`src/rtl/decode_execute_core.sv`:
```
// RV32I decode, immediate generation and ALU for the single-cycle core.
// The only state is a run flag that holds every decode output at zero during reset.
module decode_execute_core (
    input  logic        clk,
    input  logic        rstn,
    input  logic [31:0] instruct,
    input  logic [31:0] alu_rs1,
    input  logic [31:0] alu_rs2,
    output logic [4:0]  Wadd,
    output logic [4:0]  Radd1,
    output logic [4:0]  Radd2,
    output logic [31:0] imm,
    output logic [2:0]  exop,
    output logic [5:0]  alu_ctr_o,
    output logic [1:0]  branch_o,
    output logic        jump_o,
    output logic        isWreg,
    output logic        isWmem,
    output logic        mrs1andpc_ctr,
    output logic        mrs1andpc_ctr2,
    output logic [1:0]  mrs2andie_ctr,
    output logic [1:0]  mrs2_ctr,
    output logic [2:0]  maluandmem_ctr,
    output logic [31:0] res,
    output logic        zero
);
    localparam logic [6:0] OP_R = 7'h33, OP_I = 7'h13, OP_LUI = 7'h37, OP_AUIPC = 7'h17,
                           OP_JAL = 7'h6F, OP_JALR = 7'h67, OP_BR = 7'h63, OP_LD = 7'h03,
                           OP_ST = 7'h23;
    localparam logic [5:0] ALU_ADD = 6'd0, ALU_SUB = 6'd1, ALU_SLL = 6'd2, ALU_SLT = 6'd3,
                           ALU_SLTU = 6'd4, ALU_XOR = 6'd5, ALU_SRL = 6'd6, ALU_SRA = 6'd7,
                           ALU_OR = 6'd8, ALU_AND = 6'd9, ALU_PASSB = 6'd10;

    logic        r_run;
    logic [6:0]  w_opc;
    logic [2:0]  w_f3;
    logic        w_alt;
    logic [2:0]  w_exop;
    logic [5:0]  w_alu;
    logic [1:0]  w_br, w_bsel, w_m2;
    logic        w_jmp, w_wreg, w_wmem, w_asel, w_ctr2;
    logic [2:0]  w_wb;
    logic [31:0] w_imm, w_res;

    always_ff @(posedge clk) begin
        if (!rstn) r_run <= 1'b0;
        else       r_run <= 1'b1;
    end

    assign w_opc = instruct[6:0];
    assign w_f3  = instruct[14:12];
    assign w_alt = instruct[30];

    // funct3 -> ALU op shared by register and immediate arithmetic; sub_ok is 0 for OP-IMM
    function automatic logic [5:0] f_arith(input logic [2:0] f3, input logic alt, input logic sub_ok);
        case (f3)
            3'd0:    f_arith = (alt && sub_ok) ? ALU_SUB : ALU_ADD;
            3'd1:    f_arith = ALU_SLL;
            3'd2:    f_arith = ALU_SLT;
            3'd3:    f_arith = ALU_SLTU;
            3'd4:    f_arith = ALU_XOR;
            3'd5:    f_arith = alt ? ALU_SRA : ALU_SRL;
            3'd6:    f_arith = ALU_OR;
            default: f_arith = ALU_AND;
        endcase
    endfunction

    always_comb begin
        w_exop = 3'd0;
        w_alu  = ALU_ADD;
        w_br   = 2'b00;
        w_jmp  = 1'b0;
        w_wreg = 1'b0;
        w_wmem = 1'b0;
        w_asel = 1'b0;
        w_ctr2 = 1'b0;
        w_bsel = 2'b00;
        w_m2   = 2'b00;
        w_wb   = 3'd0;
        case (w_opc)
            OP_R: begin
                w_alu  = f_arith(w_f3, w_alt, 1'b1);
                w_wreg = 1'b1;
            end
            OP_I: begin
                w_alu  = f_arith(w_f3, w_alt, 1'b0);
                w_exop = (w_f3 == 3'd1 || w_f3 == 3'd5) ? 3'd5 : 3'd0;
                w_bsel = 2'b01;
                w_wreg = 1'b1;
            end
            OP_LUI: begin
                w_exop = 3'd3; w_bsel = 2'b01; w_alu = ALU_PASSB; w_wreg = 1'b1;
            end
            OP_AUIPC: begin
                w_exop = 3'd3; w_asel = 1'b1; w_bsel = 2'b01; w_wreg = 1'b1;
            end
            OP_JAL: begin
                w_exop = 3'd4; w_jmp = 1'b1; w_asel = 1'b1; w_bsel = 2'b10; w_wreg = 1'b1;
            end
            OP_JALR: begin
                if (w_f3 == 3'd0) begin
                    w_jmp = 1'b1; w_asel = 1'b1; w_ctr2 = 1'b1; w_bsel = 2'b10; w_wreg = 1'b1;
                end
            end
            OP_BR: begin
                case (w_f3)
                    3'd0: begin w_alu = ALU_SUB;  w_br = 2'b01; end
                    3'd1: begin w_alu = ALU_SUB;  w_br = 2'b10; end
                    3'd4: begin w_alu = ALU_SLT;  w_br = 2'b10; end
                    3'd5: begin w_alu = ALU_SLT;  w_br = 2'b01; end
                    3'd6: begin w_alu = ALU_SLTU; w_br = 2'b10; end
                    3'd7: begin w_alu = ALU_SLTU; w_br = 2'b01; end
                    default: ;
                endcase
                if (w_br != 2'b00) w_exop = 3'd2;
            end
            OP_LD: begin
                case (w_f3)
                    3'd0: w_wb = 3'd4;
                    3'd1: w_wb = 3'd2;
                    3'd2: w_wb = 3'd1;
                    3'd4: w_wb = 3'd5;
                    3'd5: w_wb = 3'd3;
                    default: ;
                endcase
                if (w_wb != 3'd0) begin
                    w_bsel = 2'b01; w_wreg = 1'b1;
                end
            end
            OP_ST: begin
                if (w_f3 <= 3'd2) begin
                    w_exop = 3'd1; w_bsel = 2'b01; w_wmem = 1'b1;
                    w_m2   = (w_f3 == 3'd0) ? 2'b10 : (w_f3 == 3'd1) ? 2'b01 : 2'b00;
                end
            end
            default: ;
        endcase
        if (instruct[11:7] == 5'd0) w_wreg = 1'b0;
    end

    always_comb begin
        w_imm = '0;
        case (w_exop)
            3'd0: w_imm = {{20{instruct[31]}}, instruct[31:20]};
            3'd1: w_imm = {{20{instruct[31]}}, instruct[31:25], instruct[11:7]};
            3'd2: w_imm = {{20{instruct[31]}}, instruct[7], instruct[30:25], instruct[11:8], 1'b0};
            3'd3: w_imm = {instruct[31:12], 12'b0};
            3'd4: w_imm = {{12{instruct[31]}}, instruct[19:12], instruct[20], instruct[30:21], 1'b0};
            3'd5: w_imm = {27'b0, instruct[24:20]};
            default: w_imm = '0;
        endcase
    end

    assign Wadd           = r_run ? instruct[11:7]  : 5'd0;
    assign Radd1          = r_run ? instruct[19:15] : 5'd0;
    assign Radd2          = r_run ? instruct[24:20] : 5'd0;
    assign imm            = r_run ? w_imm  : 32'd0;
    assign exop           = r_run ? w_exop : 3'd0;
    assign alu_ctr_o      = r_run ? w_alu  : 6'd0;
    assign branch_o       = r_run ? w_br   : 2'b00;
    assign jump_o         = r_run & w_jmp;
    assign isWreg         = r_run & w_wreg;
    assign isWmem         = r_run & w_wmem;
    assign mrs1andpc_ctr  = r_run & w_asel;
    assign mrs1andpc_ctr2 = r_run & w_ctr2;
    assign mrs2andie_ctr  = r_run ? w_bsel : 2'b00;
    assign mrs2_ctr       = r_run ? w_m2   : 2'b00;
    assign maluandmem_ctr = r_run ? w_wb   : 3'd0;

    always_comb begin
        w_res = '0;
        case (alu_ctr_o)
            ALU_ADD:   w_res = alu_rs1 + alu_rs2;
            ALU_SUB:   w_res = alu_rs1 - alu_rs2;
            ALU_SLL:   w_res = alu_rs1 << alu_rs2[4:0];
            ALU_SLT:   w_res = {31'b0, $signed(alu_rs1) < $signed(alu_rs2)};
            ALU_SLTU:  w_res = {31'b0, alu_rs1 < alu_rs2};
            ALU_XOR:   w_res = alu_rs1 ^ alu_rs2;
            ALU_SRL:   w_res = alu_rs1 >> alu_rs2[4:0];
            ALU_SRA:   w_res = $signed(alu_rs1) >>> alu_rs2[4:0];
            ALU_OR:    w_res = alu_rs1 | alu_rs2;
            ALU_AND:   w_res = alu_rs1 & alu_rs2;
            ALU_PASSB: w_res = alu_rs2;
            default:   w_res = '0;
        endcase
    end

    assign res  = w_res;
    assign zero = (w_res == 32'd0);
endmodule

```
`config.mk`:
```
export PLATFORM = sky130hd
export DESIGN_NAME = decode_execute_core
export DESIGN_NICKNAME = d
export VERILOG_FILES = /design/src/rtl/decode_execute_core.sv
export SDC_FILE = /design/constraint.sdc
export NUM_CORES = 1
export LEC_CHECK = 0
export ABC_AREA = 1
export CAP_MARGIN = 20
export CORE_MARGIN = 2
export CORE_UTILIZATION = 52
export DETAILED_ROUTE_END_ITERATION = 16
export MAX_ROUTING_LAYER = met4
export PLACE_DENSITY = 0.78
export SLEW_MARGIN = 10
export SYNTH_ARGS = -nofsm -noshare
export SYNTH_HDL_FRONTEND = slang
export SYNTH_SLANG_ARGS = --single-unit
```
`constraint.sdc`:
```
create_clock -name clk -period 4.9 [get_ports clk]
set_input_delay 0.49 -clock clk [delete_from_list [all_inputs] [get_ports clk]]
set_output_delay 0.49 -clock clk [all_outputs]
set_load 0.005 [all_outputs]
```
==> flow_summary.yaml <==
synthesis:
  synth-main-ff-cell: "dfxtp_1"
  ys_seq_area_frac: 0.00160
  ys_seq_elements: 1
  synth_area_per_cell_um2: 4.66
  synth-edff-count: 0
  synth_area_mm2: 0.0125
  synth_cell_types: 49
  synthCells: 2679
  yosys_warnings: 0
  async_reset_ff_frac: 0
global_routing:
  antenna_found_initial: 1
  grt_usage: 0.494
  first_global_vias: 17125
  grt-ovfl-total: 0
  grt_pass1_wl_mm: 95.8
  grt_max_degree: 76
detailed_routing:
  vias: 19184
  drt-total-wl_mm: 64.9
  drc: 0
  drt_pre_antenna_iters: 7
  drtIter0Drc: 2957
  avgViaCountPerCell: 6.09
  avgRoutedWirePerCell_um: 20.6
  ant_nets: 0
sta:
  rsz0062_at_grt: "no"
  max_freq_mhz: 206
  setup_viol: 0
  setup_tns_ns: 0
  fin_crit_ns: 4.86
  post-route-period-util: 0.993
  finalMaxSlewViolations: 0
  worstMarginPinSlew_ns: 1.14
  max_slew_margin: 0.234
  hold_viol: 0
cells_and_area:
  fillCellCount: 2494
  final_cell_area_mm2: 0.0150
  largestRegisters: "r_run x1"
  regMostFlops: "r_run"
  final_nets: 3029
  area_delta_synth_final_pct: 20.1
  drive_above_1_share: 0.0608
  final_common_cell: "nand2_1"
  layout_common_cells: "924 x nand2_1, 455 x nand3_1, 352 x inv_1, 330 x nor2_1, 192 x clkdlybuf4s50_1"
  largest_reg_flops: 1
min_path:
  holdCritStartpoint: "rstn"
  worstHoldPathType: "in2reg"
status:
  outcome: "finished clean"
pwr:
  peakVddDrop_mv: 0.0707
  power.density_mw_per_mm2: 115
  leakage_nw: 8.51
critical_path:
  cp_slowest_cell: "clkdlybuf4s50_1"
  end_kind: "output pin"
  cp.arrival_ns: 4.37
  crit_path_max_fanout: 8
  crit_chain: "clkdlybuf4s50_1 -> inv_1 -> ha_1 -> nor2_1 -> nand2_1 -> nor2_1 -> nand4_1 -> nand3_1 -> nand2_1 -> nand3_1 -> nand2_1 -> nor2_1 -> nand3_1 -> nor2_1 -> nand2_1 -> nor2_1 -> nand2_1 -> nor2_1 -> clkdlybuf4s50_1"
  crit_required_ns: 4.41
  cp-start-kind: "primary input"
  crit_path_max_incr_delay_ns: 0.54
  critical_path_class: "in2out"
  startpoint: "alu_rs2[9]"
  critPathMostFrequentCell: "nor2_1"
floorplan:
  start_util: 0.531
  fp.dieW_um: 159
  ios: 201
  placementRows: 56
  core_mm2: 0.0235
  die_y_um: 159
  dieArea_mm2: 0.0253
placement:
  dp_hpwl_mm: 53.6
  placed_area_mm2: 0.0149
  portBuffers: 198
  gp_congestion: 1.22
clock_tree:
  path_clk_slew_ns: 0
run:
  drv_cap: 0
==> worst paths after layout <==
path	endpoint	slack, ns	cells after the start
worst max-delay path	zero	0.04	19
worst min-delay path	r_run	0.94	1
==> worst max-delay path, delay by kind of cell <==
family / cells / cell delay [ns]
fa+ha+maj: 1 / 0.43
buf+inv: 3 / 1.16
simple gates: 15 / 2.30
==> report_power, final <==
group / switching, W / internal (W)
Sequential: 0.00000195 / 0.00000876
Combinational: 0.00110 / 0.000609
Clock: 0 / 0.00000000000194
Total: 0.00111 / 0.000617
==> cells by family after synthesis <==
group           synth area share
buf+inv                    0.159
flops                    0.00160
xor+xnor                  0.0133
fa+ha+maj                  0.100
simple gates               0.628
other cells             0.000300
compound gates            0.0975
==> per-layer routing <==
layer	vias up	share of wire	global-route usage
met5	-	0	-
li1	8760	-	-
met2	1535	0.41	0.735
met1	8584	0.37	0.611
met3	305	0.16	0.129
met4	0	0.072	0.267
==> stage by stage <==
stage	hold slack (ns)	setup slack, ns	power, W	instances	util
2_1_floorplan	0.518	1.29	0.000924	2680	-
3_3_place_gp	0.940	0.0533	0.00160	3149	0.633
3_5_place_dp	0.945	0.0848	0.00161	3149	0.633
4_1_cts	0.945	0.0708	0.00162	3149	0.633
5_1_grt	0.946	0.00224	0.00182	3150	0.637
6_report	0.945	0.0352	0.00172	3151	0.637
==> cells in the mapped netlist (4+ instances only) <==
library cell,instances,area (µm²)
nand2_2,5,31.3
o21a_1,4,30.0
clkbuf_1,65,244
nand2_4,6,67.6
nor2_1,335,1260
buf_1,20,75.1
o211ai_1,8,60.1
nand3_2,6,60.1
nand2_1,925,3470
o21ai_1,10,50.1
o21bai_1,10,75.1
or2_2,4,25.0
o21ai_0,74,370
buf_4,5,37.5
buf_2,35,175
nor3_1,23,115
xor2_1,19,166
and2_1,4,25.0
inv_1,355,1330
nor2_2,9,56.3
nand3_1,455,2280
ha_1,97,1210
nand4_1,42,263
buf_6,4,45.0
inv_2,16,60.1
a21oi_1,109,546
==> final cells by class <==
class	count	area [µm²]	share of cell area
Antenna cell	2	5.00	0.000334
Inverter	372	1400	0.0931
Multi-Input combinational cell	2177	10600	0.705
Sequential cell	1	20.0	0.00133
Tap cell	319	399	0.0266
Timing Repair Buffer	280	2610	0.174
==> timing repair <==
action / 4_1_cts / 5_1_grt
hold buffers: 0 / 0
setup endpoints to repair: 0 / 1
resized for setup: 0 / 30
setup buffers: 0 / 0
Power figures use the tool's default switching activity.
